[config.mk]
export PLATFORM = sky130hd
export DESIGN_NAME = uart_tx_arbiter
export DESIGN_NICKNAME = d
export VERILOG_FILES = /design/src/rtl/uart_tx_arbiter.sv
export SDC_FILE = /design/constraint.sdc
export NUM_CORES = 1
export LEC_CHECK = 0
export CAP_MARGIN = 20
export CELL_PAD_IN_SITES_DETAIL_PLACEMENT = 1
export CELL_PAD_IN_SITES_GLOBAL_PLACEMENT = 1
export CORE_MARGIN = 3
export CORE_UTILIZATION = 22
export CTS_CLUSTER_DIAMETER = 50
export DETAILED_ROUTE_END_ITERATION = 8
export GPL_TIMING_DRIVEN = 0
export PLACE_DENSITY_LB_ADDON = 0.1
export SYNTH_ARGS = -nofsm -noshare
export SYNTH_HDL_FRONTEND = slang
export SYNTH_SLANG_ARGS = --single-unit
[constraint.sdc]
create_clock -name CLK -period 2.7 [get_ports CLK]
set_input_delay 0.675 -clock CLK [delete_from_list [all_inputs] [get_ports CLK]]
set_output_delay 0.675 -clock CLK [all_outputs]
set_load 0.1 [all_outputs]
[src/rtl/uart_tx_arbiter.sv]
// Round-robin scheduler sharing one uart_tx between NUM_REQ requesters; checks frame length.
// Latency: requester handshake to tx_valid is 1 cycle; next handshake GAP_CYCLES+1 cycles after tx_ready rises.
// Backpressure: req_ready is raised only in IDLE; OFFER waits on tx_ready indefinitely.
module uart_tx_arbiter #(
  parameter int NUM_REQ        = 4,
  parameter int FULL_DATA_SIZE = 40,
  parameter int BYTE_SIZE      = 8,
  parameter int GAP_CYCLES     = 16,
  localparam int ID_W          = (NUM_REQ > 2) ? $clog2(NUM_REQ) : 1
) (
  input  logic                              CLK,
  input  logic                              RST,
  input  logic [NUM_REQ*FULL_DATA_SIZE-1:0] req_data,
  input  logic [NUM_REQ-1:0]                req_valid,
  output logic [NUM_REQ-1:0]                req_ready,
  output logic [FULL_DATA_SIZE-1:0]         tx_data,
  output logic                              tx_valid,
  input  logic                              tx_ready,
  output logic                              busy,
  output logic [ID_W-1:0]                   grant_id,
  output logic                              frame_done,
  output logic                              drop,
  output logic [ID_W-1:0]                   drop_id
);

  localparam int MAX_LEN  = (FULL_DATA_SIZE - 2*BYTE_SIZE) / BYTE_SIZE;
  localparam int LEN_LSB  = FULL_DATA_SIZE - 2*BYTE_SIZE;
  localparam int CNT_W    = (GAP_CYCLES > 2) ? $clog2(GAP_CYCLES) : 1;
  localparam int GAP_LOAD = (GAP_CYCLES > 0) ? GAP_CYCLES - 1 : 0;

  typedef enum logic [1:0] {
    IDLE      = 2'd0,
    OFFER     = 2'd1,
    WAIT_DONE = 2'd2,
    GAP       = 2'd3
  } state_t;

  state_t                    state;
  state_t                    state_nxt;
  logic [ID_W-1:0]           last_grant;
  logic [ID_W-1:0]           sel;
  logic                      sel_found;
  logic [FULL_DATA_SIZE-1:0] words [NUM_REQ];
  logic [FULL_DATA_SIZE-1:0] sel_word;
  logic [BYTE_SIZE-1:0]      sel_len;
  logic                      len_ok;
  logic                      accept;
  logic                      frame_end;
  logic [CNT_W-1:0]          gap_cnt;

  // Unpack the flat request bus into one word per requester
  for (genvar g = 0; g < NUM_REQ; g++) begin : g_unpack
    assign words[g] = req_data[g*FULL_DATA_SIZE +: FULL_DATA_SIZE];
  end

  // Round-robin search: requesters above last_grant first, then wrap to the bottom
  always_comb begin
    sel       = '0;
    sel_found = 1'b0;
    for (int i = 0; i < NUM_REQ; i++) begin
      if (!sel_found && req_valid[i] && (ID_W'(i) > last_grant)) begin
        sel       = ID_W'(i);
        sel_found = 1'b1;
      end
    end
    for (int i = 0; i < NUM_REQ; i++) begin
      if (!sel_found && req_valid[i]) begin
        sel       = ID_W'(i);
        sel_found = 1'b1;
      end
    end
  end

  // Length byte of the selected word must lie in 1..MAX_LEN
  always_comb begin
    sel_word = words[sel];
    sel_len  = sel_word[LEN_LSB +: BYTE_SIZE];
    len_ok   = (sel_len != '0) && (sel_len <= BYTE_SIZE'(MAX_LEN));
  end

  // Next-state and handshake decode; req_ready is held low while RST is asserted
  always_comb begin
    state_nxt = state;
    req_ready = '0;
    accept    = 1'b0;
    frame_end = 1'b0;
    case (state)
      IDLE: begin
        if (sel_found && !RST) begin
          req_ready[sel] = 1'b1;
          accept         = 1'b1;
          if (len_ok) begin
            state_nxt = OFFER;
          end
        end
      end
      OFFER: begin
        if (tx_ready) begin
          state_nxt = WAIT_DONE;
        end
      end
      WAIT_DONE: begin
        if (tx_ready) begin
          frame_end = 1'b1;
          state_nxt = (GAP_CYCLES > 0) ? GAP : IDLE;
        end
      end
      GAP: begin
        if (gap_cnt == '0) begin
          state_nxt = IDLE;
        end
      end
      default: state_nxt = IDLE;
    endcase
  end

  // State register
  always_ff @(posedge CLK) begin
    if (RST) begin
      state <= IDLE;
    end else begin
      state <= state_nxt;
    end
  end

  // Word latch, grant bookkeeping, status pulses and inter-frame gap counter
  always_ff @(posedge CLK) begin
    if (RST) begin
      tx_data    <= '0;
      grant_id   <= '0;
      last_grant <= ID_W'(NUM_REQ - 1);
      frame_done <= 1'b0;
      drop       <= 1'b0;
      drop_id    <= '0;
      gap_cnt    <= '0;
    end else begin
      frame_done <= frame_end;
      drop       <= accept && !len_ok;
      if (accept) begin
        tx_data    <= sel_word;
        grant_id   <= sel;
        last_grant <= sel;
        if (!len_ok) begin
          drop_id <= sel;
        end
      end
      if (frame_end) begin
        gap_cnt <= CNT_W'(GAP_LOAD);
      end else if ((state == GAP) && (gap_cnt != '0)) begin
        gap_cnt <= gap_cnt - CNT_W'(1);
      end
    end
  end

  // tx_valid follows OFFER so tx_data is stable for the whole offer
  assign tx_valid = (state == OFFER);
  assign busy     = (state != IDLE);

endmodule
Yosys cells after proc, flatten, opt, wreduce, memory -nomap -nowiden

Cells that the tools add are included.

Word-level logic and storage cells: 94
Memories: 0
Memory bits (writable): 0
Bits of input ports: 167
Memory bits (read-only): 0
Flip-flop bits (word level): 54
Bits in latches: 0
Output and inout bits: 52

Multipliers: 0
Shifts and indexed selects: 0
Equal/unequal tests: 8
Add/subtract/negate cells: 1
Mux-type cells: 34
Bitwise operators: 2
$lt $le $gt $ge: 8
Divide/modulo/power cells: 0
Reduce and logical (&&, ||, !) cells: 33

Operators with widths:

| operator              | count |
|---|---|
| $bmux W40 S2          | 1 |
| $mux W40              | 2 |
| $mux W2               | 11 |
| $logic_and A1 B1 Y1   | 16 |
| $mux W4               | 4 |
| $mux W1               | 14 |
| $logic_not A1 Y1      | 9 |
| $le A8 B2 Y1 const B  | 1 |
| $ne A2 B2 Y1 const B  | 4 |
| $pmux W2 S4           | 1 |
| $reduce_bool A8 Y1    | 1 |
| $reduce_and A5 Y1     | 1 |
| $eq A2 B2 Y1 const B  | 2 |
| $gt A1 B2 Y1 const A  | 2 |
| $gt A2 B2 Y1 const A  | 2 |
| $logic_not A4 Y1      | 1 |
| $reduce_bool A2 Y1    | 2 |
| $reduce_bool A4 Y1    | 1 |
| $sub A4 B1 Y4 const B | 1 |
| $ge A3 B3 Y1 const B  | 1 |
| $lt A2 B3 Y1 const B  | 1 |
| $not A2 Y3            | 1 |
| $demux W1 S2          | 1 |
| $eq A2 B1 Y1 const B  | 1 |
| other kinds (5)       | 5 |

Longest topological paths before layout

Gate-level depths: netlist of run 1.

Depth in word-level cells: 36
Depth in mapped cells: 12

Worst setup path after synthesis of run 1

OpenSTA, ideal clock, no wires.

Path type: input -> output
Start: input req_valid[1]
End: output req_ready[1]
Setup slack: -1.911 ns
Arrival: 3.936 ns
Stages on the path: 7
Path buffers: 3
Path through: nor2b_1 -> o21bai_2 -> and2_1 -> buf_4 -> clkbuf_1 -> clkbuf_1 -> nor3_1

Word-level cells in the longest chain between the ends: 29
Elaborated cells between the ends (all ways): 38

RTL lines:

| what                                                                      | line | text |
|---|---|---|
| start: declaration                                                        | 14   | `input logic [NUM_REQ-1:0] req_valid,` |
| $logic_and A1 B1 Y1 (2 in series)                                         | 61   | `if (!sel_found && req_valid[i] && (ID_W'(i) > last_grant)) begin` |
| $mux W1                                                                   | 61   |  |
| $logic_not A1 Y1                                                          | 61   |  |
| $logic_and A1 B1 Y1 (2 in series)                                         | 61   |  |
| $mux W1                                                                   | 61   |  |
| $logic_not A1 Y1                                                          | 61   |  |
| $logic_and A1 B1 Y1 (2 in series)                                         | 61   |  |
| $mux W1                                                                   | 61   |  |
| (+10 left out)                                                            | n/a  |  |
| $logic_and A1 B1 Y1                                                       | 67   | `if (!sel_found && req_valid[i]) begin` |
| $mux W2                                                                   | 67   |  |
| $lt A2 B3 Y1 (implied by the code) / $ge A2 B1 Y1 (equally long branches) | 90   | `req_ready[sel] = 1'b1;` |
| $logic_and A1 B1 Y1 (implied by the code)                                 | 90   |  |
| $mux W1 (implied by the code)                                             | 90   |  |
| $demux W1 S2                                                              | 90   |  |
| $mux W4 *                                                                 | 89   | `if (sel_found && !RST) begin` |
| $mux W4 *                                                                 | 87   | `case (state)` |
| end: declaration                                                          | 15   | `output logic [NUM_REQ-1:0] req_ready,` |

Every way passes the cells marked *; elsewhere a longest branch is shown, timed or not.

Final worst setup path of run 1

Start: input req_valid[0]
End: output req_ready[3]

Word-level cells in the longest chain between the ends: 32
Elaborated cells between the ends (all ways): 41

RTL lines:

| what                                                                      | line |
|---|---|
| $logic_and A1 B1 Y1                                                       | 61 |
| $mux W1                                                                   | 61 |
| $logic_not A1 Y1                                                          | 61 |
| $logic_and A1 B1 Y1 (2 in series)                                         | 61 |
| $mux W1                                                                   | 61 |
| $logic_not A1 Y1                                                          | 61 |
| $logic_and A1 B1 Y1 (2 in series)                                         | 61 |
| $mux W1                                                                   | 61 |
| (+14 left out)                                                            | n/a |
| $logic_and A1 B1 Y1                                                       | 67 |
| $mux W2                                                                   | 67 |
| $lt A2 B3 Y1 (implied by the code) / $ge A2 B1 Y1 (equally long branches) | 90 |
| $logic_and A1 B1 Y1 (implied by the code)                                 | 90 |
| $mux W1 (implied by the code)                                             | 90 |
| $demux W1 S2                                                              | 90 |
| $mux W4 *                                                                 | 89 |
| $mux W4 *                                                                 | 87 |

Marks and branches as above.

==> impl_metrics.py, run 1 <==
metrics = {
    "status": {
        "status": "finished with violations",
        "violations": "negative setup slack",
    },
    "yosys": {
        "ys_seq_area_frac": 0.309,
        "syn_area_mm2": 0.00350,
        "syn_nets": 703,
        "async_flop_share": 0,
        "ys.flop_type": "dfxtp_1",
        "synth_cell_types": 40,
        "synth-seq-cells": 54,
        "avgSynthCellArea_um2": 6.59,
        "synth_cells": 531,
        "synth-edff-count": 0,
        "synth_warnings": 0,
    },
    "floorplanning": {
        "placement_rows": 45,
        "ioPinCount": 219,
        "die_area_mm2": 0.0175,
        "initial_utilization": 0.228,
        "die_y_um": 132,
        "die_w_um": 132,
        "core_mm2": 0.0154,
    },
    "pwr": {
        "combinationalPowerShare": 0.558,
        "p_leak_nw": 2.57,
        "power_density_mw_per_mm2": 590,
        "p_sw_mw": 1.83,
        "intPower_mw": 2.09,
        "seqPwrFrac": 0.250,
        "p_sw_frac": 0.467,
        "power_frac_clock": 0.192,
        "irDropWorstVdd_mv": 0.271,
    },
    "hold_path": {
        "holdPathStages": 2,
        "min_path_type": "flop to flop",
        "hold_path_end": "grant_id[1]",
        "worstHoldStart": "grant_id[1]",
    },
    "clock_tree": {
        "clk_pin_slew_worst_paths_ns": 0.07,
        "clk_latency_ns": 0.30,
        "cts.sinks": 54,
        "cts_root_buffer": "clkbuf_16",
        "htreeDepth": 2,
        "cts_buffers": 5,
        "cts_tree": "yes",
        "clk_path_buf_depth": 2,
    },
    "sta": {
        "finalSetupTns_ns": -0.163,
        "fmax_ghz": 0.363,
        "setup_violations": 4,
        "slew_violations": 0,
        "period_minus_slack_ns": 2.76,
        "tightest_slew_ns": 1.03,
        "setup_ws_ns": -0.0565,
        "fin_hold_ws_ns": 0.470,
        "final_hold_viol_count": 0,
        "min_period_over_period": 1.02,
        "finClkSkew_ns": 0.00709,
        "grt_setup_unrepaired": "yes",
        "max-slew-margin-rel": 0.308,
    },
    "global_routing": {
        "track_usage": 0.198,
        "grt_max_degree": 17,
        "grt_pass1_wl_um": 28000,
        "grt_pass1_vias": 5196,
        "grt-ovfl-total": 0,
        "antenna_found_initial": 0,
    },
    "routing": {
        "post-route-drc-count": 0,
        "via_count": 4688,
        "routed_wl_um": 17700,
        "drt-initial-drc-count": 162,
        "route.antenna.remaining_nets": 0,
        "firstDrtPassIters": 4,
        "wl_per_cell_um": 18.0,
        "viasPerCell": 4.75,
    },
    "worst_setup_path": {
        "crit_required_ns": 2.03,
        "timing.rr.end": "drop_id[1]",
        "crit_arrival_ns": 2.08,
        "r2r-start": "last_grant[0]",
        "reg2reg_setup_slack_ns": 0.06,
        "cp-end-kind": "output port",
        "start_kind": "input pin",
        "path_class": "input pin to output port",
        "r2r_cells": 9,
        "path_max_fanout": 8,
    },
    "flow_run": {
        "drv_cap": 0,
    },
    "place": {
        "gp_congestion": 0.855,
        "place_ws_ns": -1.86,
        "dp_hpwl_um": 14000,
        "port_buffers": 218,
        "dpl.cell_count": 960,
    },
    "finish": {
        "final_nets": 947,
        "finalNonFillerCells": 987,
        "fin_util": 0.432,
        "drive_gt1_frac": 0.119,
        "antennaDiodeCount": 0,
        "area_delta_synth_final_pct": 90.0,
    },
}
[through the flow]
| step | instance area [um^2] | total power [mW] |
|---|---|---|
| 2_1_floorplan | 3660 | 2.36 |
| 3_3_place_gp | 6110 | 3.03 |
| 3_5_place_dp | 6110 | 3.07 |
| 4_1_cts | 6560 | 3.92 |
| 5_1_grt | 6650 | 4.12 |
| 6_report | 6650 | 3.92 |
[worst max-delay path by stage]
stage / startpoint / end / slack [ns] / depth (start not counted)
4_1_cts: req_valid[1] / req_ready[3] / -0.11 / 9
2_1_floorplan: state[1] / req_ready[0] / -0.39 / 6
3_5_place_dp: req_valid[3] / req_ready[0] / -1.86 / 7
6_report: req_valid[0] / req_ready[3] / -0.06 / 8
3_3_place_gp: req_valid[3] / req_ready[0] / -1.84 / 7
5_1_grt: req_valid[0] / req_ready[3] / -0.1 / 8
[cell type report]
type	instances	area [um^2]
plain buffers	39	268
clock buffers	6	129
clock inverters	2	37.5
fillers	1860	8720
inverters	6	26.3
multi-input cells	428	2410
flip-flops and latches	54	1090
well taps	211	264
repair buffers	241	2420
[state kept, by name, summed over array words and instances (netlist names)]
register    count
tx_data        40
gap_cnt         4
drop_id         2
grant_id        2
last_grant      2
state           2
drop            1
frame_done      1
[cells in the final DEF, fill, tap and decap left out, types with 7 or more instances in the layout]
cell / count
nor2_1: 7
nand2b_1: 40
dfxtp_1: 51
nand3_1: 104
a32oi_1: 15
clkdlybuf4s50_1: 207
clkbuf_16: 7
buf_4: 22
buf_12: 7
clkbuf_1: 22
nand2_1: 141
o21ai_0: 54
a21oi_1: 13
[power by group through the flow]
stage	Sequential [mW]	Clock, mW	Combinational, mW
2_1_floorplan	1.77	0	0.586
3_3_place_gp	0.989	0	2.05
3_5_place_dp	0.994	0	2.07
4_1_cts	0.978	0.767	2.18
5_1_grt	0.997	0.804	2.32
6_report	0.982	0.754	2.19
[cells by family (layout without fill, tap and decap cells)]
group	count (synthesis)	count (layout)	synth area share
DFF	54	54	0.309
muxes	3	3	0.0122
and+or+nand+nor	321	321	0.425
buffers and inverters	49	294	0.0572
adders and majority gates	5	5	0.0179
xor gates and xnor gates	2	2	0.00501
AOI/OAI and AO/OA	97	97	0.173
[synth_stat cells (2+ instances only)]
| cell type | n | area, um^2 |
|---|---|---|
| a32o_1 | 2 | 20.0 |
| or2_2 | 2 | 12.5 |
| a21oi_1 | 14 | 70.1 |
| clkbuf_1 | 33 | 124 |
| nor3_1 | 4 | 20.0 |
| o21ai_0 | 56 | 280 |
| ha_1 | 5 | 62.6 |
| xnor2_1 | 2 | 17.5 |
| nand2_1 | 144 | 541 |
| buf_1 | 4 | 15.0 |
| and2_1 | 2 | 12.5 |
| buf_2 | 4 | 20.0 |
| nand2b_1 | 40 | 250 |
| nor2b_1 | 3 | 18.8 |
| inv_1 | 6 | 22.5 |
| mux2i_1 | 2 | 20.0 |
| nor2_1 | 13 | 48.8 |
| nand3b_1 | 2 | 15.0 |
| dfxtp_1 | 54 | 1080 |
| a32oi_1 | 15 | 131 |
| nand3_1 | 104 | 521 |
| nor4_1 | 2 | 12.5 |
[layer usage]
metal,GRT usage,vias up,share of wire
li1,-,2312,-
met1,0.228,2209,0.40
met2,0.363,147,0.51
met3,0.0553,20,0.067
met4,0.0473,0,0.020
met5,0,-,0
[critical path: stages]
cell and delay (ns):
buf_12 0.11, o211a_4 0.25, or2_4 0.27, buf_6 0.14, nor2_4 0.23, nand2_8 0.10, nor2_4 0.11, buf_12 0.18
[what timing repair did]
action / in CTS / in global routing
pin swaps: 9 / 10
setup buffers: 17 / 6
endpoints found under the hold margin: 0 / 0
hold buffers: 0 / 0
resized for setup: 90 / 36
setup endpoints to repair: 43 / 40
Power figures use the tool's default switching activity.
==> inputs of run 2 (changes only) <==
Settings changed: CAP_MARGIN 20 to not set, SKIP_LAST_GASP set to 1.
==> run 2 against run 1 <==
  * The run still ends with negative setup slack left
  * Global-route usage stayed put
  * Die area stayed put
  * Highest routed layer unchanged
  * Count of clock-buffer cells in the layout stayed put
  * Critical path type unchanged
  * Critical endpoint is now req_ready[2]
==> impl_metrics.py, run 2 (synthesis gave the netlist of run 1 again) <==
metrics = {
    "status": {
        "status": "finished with violations",
        "violations": "negative setup slack",
    },
    "place": {
        "dp_hpwl_um": 14000,
        "port_buffers": 218,
        "place_ws_ns": -1.86,
        "gp_congestion": 0.855,
        "place_area_mm2": 0.00611,
    },
    "finish": {
        "area_delta_synth_final_pct": 90.6,
        "postLayoutCellArea_mm2": 0.00667,
        "seq_area_mm2": 0.00109,
        "fill_cells": 1862,
        "multiInputGateArea_mm2": 0.00241,
        "largestRegisters": "tx_data (40), gap_cnt (4)",
        "largest_reg_flops": 40,
        "most-common-layout-cells": "clkdlybuf4s50_1, nand2_1, nand3_1",
        "largest-register": "tx_data",
        "final_common_cell": "clkdlybuf4s50_1",
        "antennaDiodeCount": 0,
        "drive_gt1_frac": 0.122,
        "final_nets": 950,
    },
    "floorplanning": {
        "ioPinCount": 219,
        "die_y_um": 132,
        "core_mm2": 0.0154,
        "die_area_mm2": 0.0175,
        "placement_rows": 45,
        "initial_utilization": 0.228,
        "die_w_um": 132,
    },
    "sta": {
        "grt_setup_unrepaired": "yes",
        "fmax_ghz": 0.362,
        "finClkSkew_ns": 0.00687,
        "final_hold_viol_count": 0,
        "tightest_slew_ns": 1.04,
        "max-slew-margin-rel": 0.304,
        "setup_violations": 4,
        "min_period_over_period": 1.02,
        "setup_ws_ns": -0.0608,
        "period_minus_slack_ns": 2.76,
        "slew_violations": 0,
    },
    "clock_tree": {
        "clk_path_buf_depth": 2,
        "cts.sinks": 54,
        "clk_pin_slew_worst_paths_ns": 0.07,
        "cts_root_buffer": "clkbuf_16",
        "cts_tree": "yes",
        "htreeDepth": 2,
        "clk_latency_ns": 0.30,
        "cts_buffers": 5,
    },
    "worst_setup_path": {
        "path_max_fanout": 8,
        "crit_start": "req_valid[0]",
        "start_kind": "input pin",
        "crit_required_ns": 2.03,
        "r2r-start": "last_grant[1]",
        "cp-end-kind": "output port",
        "crit_arrival_ns": 2.09,
        "path_class": "input pin to output port",
    },
    "pwr": {
        "power_density_mw_per_mm2": 591,
        "p_leak_nw": 2.59,
        "p_total_mw": 3.94,
        "irDropWorstVdd_mv": 0.272,
    },
    "global_routing": {
        "grt_pass1_vias": 5198,
        "grt.busiest_layer": "met2",
        "track_usage": 0.198,
        "antenna_found_initial": 0,
        "grtUsageMet3": 0.0553,
        "grt_pass1_wl_um": 28000,
        "grt-ovfl-total": 0,
        "met1_usage": 0.228,
        "grt_max_degree": 17,
        "met2_usage": 0.363,
    },
    "hold_path": {
        "min_path_type": "flop to flop",
        "worstHoldStart": "grant_id[1]",
    },
    "routing": {
        "routed_wl_um": 17900,
        "firstDrtPassIters": 4,
        "route.antenna.remaining_nets": 0,
        "via_count": 4709,
        "viasPerCell": 4.76,
        "drt-initial-drc-count": 156,
        "post-route-drc-count": 0,
        "wl_per_cell_um": 18.1,
    },
    "flow_run": {
        "drv_cap": 0,
    },
}
==> run 2: cell types whose count changed in the layout (fill, tap and decap cells not counted), sizes merged <==
cell,previous run,this run
buf,41,45
clkbuf,35,34
dlygate4sd2,2,3
clkdlybuf4s15,1,0
==> run 2: layer usage <==
metal | part of all wire | wire [um] | vias to the layer above
li1 | - | - | 2312
met1 | 0.40 | 7260 | 2243
met2 | 0.52 | 9260 | 138
met3 | 0.064 | 1140 | 16
met4 | 0.016 | 282 | 0
met5 | 0 | 0 | -
==> run 2: power by group <==
group	internal [mW]	switching, mW	total, mW
Sequential	0.911	0.0711	0.982
Combinational	0.751	1.45	2.20
Clock	0.439	0.316	0.755
==> run 2: stage by stage <==
step | instances | hold WS (ns) | setup TNS, ns | util
3_3_place_gp | 960 | 0.447 | -38.07 | 0.397
6_report | 990 | 0.470 | -0.159 | 0.434
3_5_place_dp | 960 | 0.466 | -41.18 | 0.397
5_1_grt | 990 | 0.502 | -0.358 | 0.434
4_1_cts | 984 | 0.475 | -0.328 | 0.427
2_1_floorplan | 531 | 0.478 | -1.13 | -
==> run 2: cell type report <==
cell class / instances / share of cell area
plain buffers: 39 / 0.0398
clock buffers: 6 / 0.0193
clock inverters: 2 / 0.00563
inverters: 6 / 0.00394
multi-input cells: 428 / 0.362
flip-flops and latches: 54 / 0.163
well taps: 211 / 0.0396
repair buffers: 244 / 0.367
==> run 2: worst paths after layout <==
kind	endpoint	slack, ns	cells after the start
min	grant_id[1]	0.47	2
max reg2reg	drop_id[1]	0.10	8
min reg2reg	grant_id[1]	0.47	2
max	req_ready[2]	-0.06	8
==> run 2: worst max-delay path, stage by stage <==
cell	delay, ns
buf_8	0.12
and3b_2	0.22
or2_4	0.30
buf_6	0.14
nor2_4	0.23
nand2_8	0.09
nor2_4	0.13
buf_12	0.18
==> run 2: timing repair <==
action                     4_1_cts  5_1_grt
resized for setup               90       41
setup endpoints to repair       43       40
hold buffers                     0        0
cloned                           0        0
buffers inserted                17        9
pin swaps                        8       15
==> RTL edit, RTL diff (config.mk and constraints of run 1) <==
Make the reset (`RST`) asynchronous in 2 clocked blocks.
--- a/src/rtl/uart_tx_arbiter.sv
+++ b/src/rtl/uart_tx_arbiter.sv
@@ -115,7 +115,7 @@
   end
 
   // State register
-  always_ff @(posedge CLK) begin
+  always_ff @(posedge CLK or posedge RST) begin
     if (RST) begin
       state <= IDLE;
     end else begin
@@ -124,7 +124,7 @@
   end
 
   // Word latch, grant bookkeeping, status pulses and inter-frame gap counter
-  always_ff @(posedge CLK) begin
+  always_ff @(posedge CLK or posedge RST) begin
     if (RST) begin
       tx_data    <= '0;
       grant_id   <= '0;
Check against the original RTL: differs if RST is asserted again (counterexample within 4 cycles, from zero or initial values and one cycle with RST high); with RST held inactive, the same outputs for 10 cycles.
==> RTL edit against run 1 <==
Design area is 7.9% lower; worst setup slack better by 0.11 ns; count of clock-buffer cells in the layout stayed put; core utilization is 1.9 points higher; sequential cell count stayed put; critical path depth stayed put; wire length is 20% lower; worst hold slack better by 0.0084 ns; area after synthesis is 11% lower; clock skew is 0.0014 ns higher; largest cell class unchanged.
Power is not compared: it rests on default switching activity, and its combinational part moved more than twofold at a synthesized area within 25%.
==> RTL edit: results (changes against run 1) <==
[run_status]
status=complete, no violations  ; was finished with violations

[yosys]
syn_nets=513  ; was 703
synth_cells=341  ; was 531
yosysUniqueCellTypes=44  ; was 40
seq_area_frac_synth_pct=43.26  ; was 30.90%
synth_common_cells=nand2_1, dfrtp_1, o21ai_0  ; was nand2_1, nand3_1, o21ai_0
synth.area.top_cells=dfrtp_1, a22o_1, a221oi_1  ; was dfxtp_1, nand2_1, nand3_1
synth_flop_cell=dfrtp_1  ; was dfxtp_1
yosys_warnings=0  ; unchanged
async_reset_ff_share_pct=100.0  ; was 0%
yosysTopAreaCellShare_pct=41.58  ; was 30.90%

[place]
dpl-instance-area_um2=5565  ; was 6110 µm²
dp.cells=734  ; was 960
hpwl_um=11310  ; was 13950 µm
dpl_worst_slack_ns=-1.895  ; was -1.863 ns
io_buffers=216  ; was 218
gp_congestion=0.7637  ; was 0.8548

[global_route]
gr-total-overflow=0  ; unchanged
grt_first_pass_wirelength_um=22080  ; was 27990 µm
use_met2_pct=32.55  ; was 36.35%
use_met1_pct=19.67  ; was 22.75%
grt_max_degree=40  ; was 17
track_usage_pct=17.66  ; was 19.83%
use_met3_pct=6.354  ; was 5.534%
first_global_vias=4085  ; was 5196

[worst_setup_path]
worstPathArrival_ns=1.97  ; was 2.08 ns
crit_slowest_cell=a311o_1  ; was or2_4
endpoint=req_ready[0]  ; was req_ready[3]
ff2ff_path_depth=8  ; was 9
reg2reg_to=drop_id[1]  ; unchanged
crit_start=req_valid[3]  ; was req_valid[0]
r2r-start=last_grant[0]  ; unchanged
rrSetupSlack_ns=0.11  ; was 0.06 ns

[detailed_routing]
viasPerCell=4.833  ; was 4.750
wl_per_cell_um=18.52  ; was 17.96 µm
met1_length_um=5629  ; was 7149 µm
dr_wl_met2_um=7279  ; was 9029 µm
top_layer_used=met4  ; unchanged
routed-wl-met3_um=1155  ; was 1193 µm
wl_um=14190  ; was 17730 µm
drt_first_iter_violations=144  ; was 162

[sta]
fin_ws_ns=0.05349  ; was -0.05653 ns
worst_pin_slew_ns=1.048  ; was 1.034 ns
whs_ns=0.4781  ; was 0.4696 ns
finClkSkew_ns=0.008455  ; was 0.007095 ns

[finish]
nets=761  ; was 947
drive_gt1_share_pct=12.88  ; was 11.86%
area_growth_pct=95.72  ; was 89.99%

[clock_tree]
numCtsBuffers=5  ; unchanged
clk_latency_ns=0.29
clock_path_buffers=2  ; unchanged

[min_path]
worstHoldEndpoint=tx_data[10]  ; was grant_id[1]
holdCritStartpoint=tx_data[10]  ; was grant_id[1]

[RTL edit: changes by cell type after synthesis, moves of 5 or more]
cell	delta
a21oi_1	-9
a221oi_1	+32
a222oi_1	+7
a22o_1	+33
a31oi_1	+5
a32oi_1	-15
clkbuf_1	-15
dfrtp_1	+52
dfxtp_1	-54
nand2_1	-85
nand2b_1	-38
nand3_1	-99
o21ai_0	-13
[RTL edit: area by class of cell]
cell class                 instances  area (µm²)
sequential                        54        1354
clock buffer                       6       138.9
clock inverter                     2       60.06
timing repair buffer             243        2416
inverter                           9       33.78
multi-input combinational        248        1672
fill                            1560        7433
buffer                            28       230.2
tap                              176       220.2
[RTL edit: timing repair]
action | 4_1_cts | 5_1_grt
pin swaps | 7 | 9
gates cloned | 0 | 0
gates resized for setup | 78 | 7
setup buffers | 20 | 6
endpoints found under the setup margin | 47 | 6
[RTL edit: cell families (layout without fill, tap and decap cells)]
kind of cell | after synthesis | in the layout | share of synthesized area (%)
compound gates | 147 | 147 | 35.03
xor+xnor | 2 | 2 | 0.5599
fa+ha+maj | 5 | 5 | 1.999
buf+inv | 39 | 288 | 5.438
flops | 54 | 54 | 43.26
mux | 2 | 2 | 0.6797
simple gates | 92 | 92 | 13.03
[RTL edit: worst max-delay path, delay by kind of cell]
kind	cells	cell delay (ns)
buf+inv	5	0.71
compound gates	2	0.40
simple gates	1	0.19
[RTL edit: power by group through the flow]
stage                     registers, µW  clock network, µW  logic, µW
after floorplan                    3580                  0       1450
after global placement             1410                  0       5020
after detailed placement           1430                  0       5070
after CTS                          1420                875       5330
after global routing               1470                924       5650
final                              1410                855       5330
